===== config.mk =====
export PLATFORM = sky130hd
export DESIGN_NAME = prog_launcher
export DESIGN_NICKNAME = d
export VERILOG_FILES = /design/src/rtl/prog_launcher.sv
export SDC_FILE = /design/constraint.sdc
export NUM_CORES = 1
export LEC_CHECK = 0
export CORE_UTILIZATION = 47
export DETAILED_ROUTE_END_ITERATION = 10
export PLACE_DENSITY = 0.79
export SYNTH_ARGS = -nofsm -noshare
export SYNTH_HDL_FRONTEND = slang
export SYNTH_SLANG_ARGS = --single-unit

===== constraint.sdc =====
create_clock -name clk -period 2.4 [get_ports clk]
set_input_delay 0.48 -clock clk [delete_from_list [all_inputs] [get_ports clk]]
set_output_delay 0.48 -clock clk [all_outputs]
set_load 0.02 [all_outputs]

===== src/rtl/prog_launcher.sv =====
// Host-side launcher: streams operands into data memory, pulses the core, waits for halt,
// then streams results back. Optional watchdog enabled by defining LAUNCH_TIMEOUT_EN.
module prog_launcher #(
  parameter int          LOAD_WORDS     = 4,
  parameter logic [7:0]  LOAD_BASE      = 8'd0,
  parameter logic [7:0]  RESULT_BASE    = 8'd64,
  parameter int          RESULT_WORDS   = 2,
  parameter int          TIMEOUT_CYCLES = 4096
) (
  input  logic        clk,
  input  logic        reset,
  input  logic        start,
  input  logic        op_valid,
  input  logic [7:0]  op_data,
  output logic        op_ready,
  output logic        req,
  input  logic        halt,
  output logic        dm_we,
  output logic [7:0]  dm_addr,
  output logic [7:0]  dm_wdata,
  input  logic [7:0]  dm_rdata,
  output logic        res_valid,
  output logic [7:0]  res_data,
  input  logic        res_ready,
  output logic        busy,
  output logic        done,
  output logic [15:0] run_cycles,
  output logic        timed_out
);

  typedef enum logic [2:0] {
    IDLE, LOAD, KICK, RUN, RDADDR, RDCAP, OUT, FIN
  } state_t;

  localparam logic [7:0] LOAD_LAST = 8'(LOAD_WORDS - 1);
  localparam logic [7:0] RES_LAST  = 8'(RESULT_WORDS - 1);
`ifdef LAUNCH_TIMEOUT_EN
  localparam logic [16:0] TO_LIMIT = 17'(TIMEOUT_CYCLES);
`endif

  state_t     state;
  logic [7:0] idx;

  // Memory port must reflect the operand handshake in the same cycle, so it is decoded combinationally.
  always_comb begin
    dm_we    = 1'b0;
    dm_addr  = '0;
    dm_wdata = '0;
    unique case (state)
      LOAD: begin
        dm_addr = LOAD_BASE + idx;
        if (op_valid) begin
          dm_we    = 1'b1;
          dm_wdata = op_data;
        end
      end
      RDADDR, RDCAP: dm_addr = RESULT_BASE + idx;
      default: ;
    endcase
  end

  always_ff @(posedge clk) begin
    if (reset) begin
      state      <= IDLE;
      idx        <= '0;
      run_cycles <= '0;
      timed_out  <= 1'b0;
      res_data   <= '0;
      req        <= 1'b0;
      op_ready   <= 1'b0;
      res_valid  <= 1'b0;
      busy       <= 1'b0;
      done       <= 1'b0;
    end else begin
      req  <= 1'b0;
      done <= 1'b0;
      unique case (state)
        IDLE: begin
          if (start) begin
            idx        <= '0;
            run_cycles <= '0;
            timed_out  <= 1'b0;
            busy       <= 1'b1;
            if (LOAD_WORDS == 0) begin
              state <= KICK;
              req   <= 1'b1;
            end else begin
              state    <= LOAD;
              op_ready <= 1'b1;
            end
          end
        end
        LOAD: begin
          if (op_valid) begin
            if (idx == LOAD_LAST) begin
              idx      <= '0;
              op_ready <= 1'b0;
              req      <= 1'b1;
              state    <= KICK;
            end else begin
              idx <= idx + 8'd1;
            end
          end
        end
        KICK: state <= RUN;
        RUN: begin
          if (halt) begin
            idx <= '0;
            if (RESULT_WORDS == 0) begin
              state <= FIN;
              done  <= 1'b1;
            end else begin
              state <= RDADDR;
            end
          end else begin
            if (run_cycles != '1) run_cycles <= run_cycles + 16'd1;
`ifdef LAUNCH_TIMEOUT_EN
            if ({1'b0, run_cycles} + 17'd1 >= TO_LIMIT) begin
              timed_out <= 1'b1;
              state     <= FIN;
              done      <= 1'b1;
            end
`endif
          end
        end
        RDADDR: state <= RDCAP;
        RDCAP: begin
          res_data  <= dm_rdata;
          res_valid <= 1'b1;
          state     <= OUT;
        end
        OUT: begin
          if (res_ready) begin
            res_valid <= 1'b0;
            if (idx == RES_LAST) begin
              state <= FIN;
              done  <= 1'b1;
            end else begin
              idx   <= idx + 8'd1;
              state <= RDADDR;
            end
          end
        end
        FIN: begin
          busy  <= 1'b0;
          state <= IDLE;
        end
        default: state <= IDLE;
      endcase
    end
  end

endmodule


==> flow_metrics.env <==
export IMPL_first_pass_iters=4
export IMPL_fmax_ghz=0.440
export IMPL_setup_viol=0
export IMPL_synth_compound_area_frac=0.242
export IMPL_numCtsBuffers=5
export IMPL_synth_cell_area_sq_mm=0.00227
export IMPL_grt_pass1_wl_mm=9.45
export IMPL_fp_dieW_um=71.5
export IMPL_ys_types=50
export IMPL_seq_area_frac_synth=0.353
export IMPL_synthSimpleGateAreaFrac=0.296
export IMPL_outcome="complete, no violations"
export IMPL_ctsHoldBuffers=0
export IMPL_dieArea_sq_mm=0.00511
export IMPL_crit_chain="buf_4 -> nor2_1 -> nor2_2 -> and2_1 -> clkdlybuf4s50_1"
export IMPL_final_cell_mix="clkdlybuf4s50_1 (56), dfxtp_1 (40), a21oi_1 (35), nor2_1 (25), nand2_1 (25)"
export IMPL_yosys_warnings=0
export IMPL_grt_pass1_vias=2063
export IMPL_synthCells=291
export IMPL_cts_tree="built"
export IMPL_avgRoutedWirePerCell_um=13.8
export IMPL_grtUsageMet1=0.310
export IMPL_ys_flop_type="dfxtp_1"
export IMPL_dp_hpwl_mm=4.17
export IMPL_portBuffers=67
export IMPL_dp_cells=408
export IMPL_ys_ff_latch=40
export IMPL_ys_async_sr_fraction=0
export IMPL_required_ns=1.92
export IMPL_final_min_clock_period_ns=2.27
export IMPL_r2r_setup_slack_ns=0.30
export IMPL_drive_above_1_share=0.0934
export IMPL_grt_ovfl_total=0
export IMPL_leakage_nw=1.16
export IMPL_antenna_left=0
export IMPL_cts_sinks=40
export IMPL_final_hold_viol_count=0
export IMPL_antenna_found_initial=0
export IMPL_cts_buffer_depth=2
export IMPL_synth_nets=317
export IMPL_start_util=0.504
export IMPL_grt_max_degree=34
export IMPL_clkTransAtPathRegs_ns=0.07
export IMPL_startpoint_type="flip-flop"
export IMPL_place_ws_ns=-0.160
export IMPL_met3_usage=0.0534
export IMPL_synthMuxAreaShare=0.00883
export IMPL_htreeDepth=2
export IMPL_drt_total_wl_mm=5.74
export IMPL_endpoint_kind="output port"
export IMPL_synthXorXnorAreaFrac=0.0116
export IMPL_drt_iter0_drc=143
export IMPL_slew_headroom=0.629
export IMPL_gr_usage_all_layers=0.232
export IMPL_core_area_sq_mm=0.00450
export IMPL_synthAdderAreaFrac=0.0221
export IMPL_crit_fanout=11
export IMPL_num_nets_final=389
export IMPL_finalWorstSetupSlack_ns=0.127
export IMPL_fin_cells=416
export IMPL_io_pins=69
export IMPL_cts_root_buf="clkbuf_8"
export IMPL_tightest_slew_ns=0.555
export IMPL_drc_errors=0
export IMPL_max_stage_delay_ns=0.59
export IMPL_synth_edff_count=0
export IMPL_crit_slowest_cell="clkdlybuf4s50_1"
export IMPL_syn2layout_area_growth_pct=37.8
export IMPL_routed_via_density=5.76
export IMPL_rows=24
export IMPL_gp_congestion=0.825
export IMPL_syn_area_per_cell_sq_um=7.80
export IMPL_drv_cap=0
export IMPL_power_density_mw_per_mm2=460
export IMPL_path_class="flip-flop to output port"
export IMPL_insertion_delay_ns=0.29
export IMPL_grt_busiest_layer="met2"
export IMPL_fin_crit_sh=0.947
export IMPL_vias=2395
export IMPL_die_y_um=71.5
export IMPL_fillers=378
export IMPL_grt_setup_unrepaired="no"
export IMPL_antennaDiodeCount=0
export IMPL_ir_drop_mv=0.382
export IMPL_fin_skew_ns=0.00654
export IMPL_layout_commonest_cell="clkdlybuf4s50_1"
export IMPL_use_met2=0.370
export IMPL_timing_final_max_slew_violations=0
export IMPL_finalSetupTns_ns=0
export IMPL_crit_arrival_ns=1.79
export IMPL_hold_path_class="flip-flop to flip-flop"
export IMPL_synth_top_family_by_area="simple AND/OR/NAND/NOR gates"
[layout make-up]
type,count,area [sq um],share of cell area
inverters,11,41.3,0.0132
multi-input cells,222,1320,0.423
clock inverters,2,35.0,0.0112
repair buffers,83,788,0.252
clock buffers,6,72.6,0.0232
well taps,52,65.1,0.0208
flip-flops and latches,40,801,0.256
[cell families after synthesis]
| family | after synthesis |
|---|---|
| simple gates | 128 |
| compound gates | 84 |
| flops | 40 |
| buf+inv | 29 |
| fa+ha+maj | 4 |
| xor+xnor | 3 |
| mux | 2 |
| other cells | 1 |
[worst max-delay path, delay by kind of cell (launching register included)]
family / cells / cell delay (ns)
DFF: 1 / 0.35
and+or+nand+nor: 3 / 0.37
buffers and inverters: 2 / 0.77
[report_power, final]
group	leakage, nW	switching (mW)	internal (mW)
sequential	0.323	0.0136	0.673
clock	0.0552	0.236	0.309
combinational	0.781	0.108	0.0983
total	1.16	0.359	1.08
[registers in the layout (all words and copies together) (netlist names)]
signal and cells:
run_cycles 16, op_ready 1, busy 1, idx 8, res_valid 1, state 3
req 1, res_data 8, done 1
[Yosys cell counts, types with 5 or more instances]
library cell,n,area [sq um]
o21ai_1,11,55.1
nand3_1,22,110
and2_1,14,87.6
a21oi_1,35,175
or3_1,5,31.3
nand2_1,25,93.8
and3_1,7,43.8
inv_1,10,37.5
dfxtp_1,40,801
o21ai_0,6,30.0
nor2_1,26,97.6
clkbuf_1,7,26.3
nor3_1,10,50.1
a31oi_1,8,50.1
[routing by layer]
layer  part of all wire  vias up
met3              0.058        8
met4              0.017        0
met5                  0        -
li1                   -     1189
met2               0.46       83
met1               0.46     1115
[repair_timing]
action,CTS,global route
setup endpoints to repair,9,6
buffers inserted,0,0
gates resized for setup,9,4
[stage by stage]
| stage | instance area (sq um) | utilization | hold WS (ns) | total power, mW |
|---|---|---|---|---|
| 3_5_place_dp | 3020 | 0.670 | 0.447 | 0.911 |
| 2_1_floorplan | 2270 | - | 0.463 | 0.823 |
| 4_1_cts | 3120 | 0.692 | 0.456 | 1.45 |
| 5_1_grt | 3130 | 0.694 | 0.472 | 1.49 |
| 3_3_place_gp | 3020 | 0.670 | 0.443 | 0.908 |
| 6_report | 3130 | 0.694 | 0.454 | 1.44 |
[worst paths after layout]
path / startpoint / end / cells past startpoint
worst min-delay path: res_data[0]$_SDFFE_PP0N_ / res_data[0]$_SDFFE_PP0N_ / 2
worst max-delay path: state[2]$_SDFFE_PP0P_ / dm_addr[3] / 5
worst max register to register: idx[6]$_SDFFE_PP0P_ / idx[1]$_SDFFE_PP0P_ / 7
worst min register to register: res_data[0]$_SDFFE_PP0N_ / res_data[0]$_SDFFE_PP0N_ / 2
(Power assumes the default switching activity.)
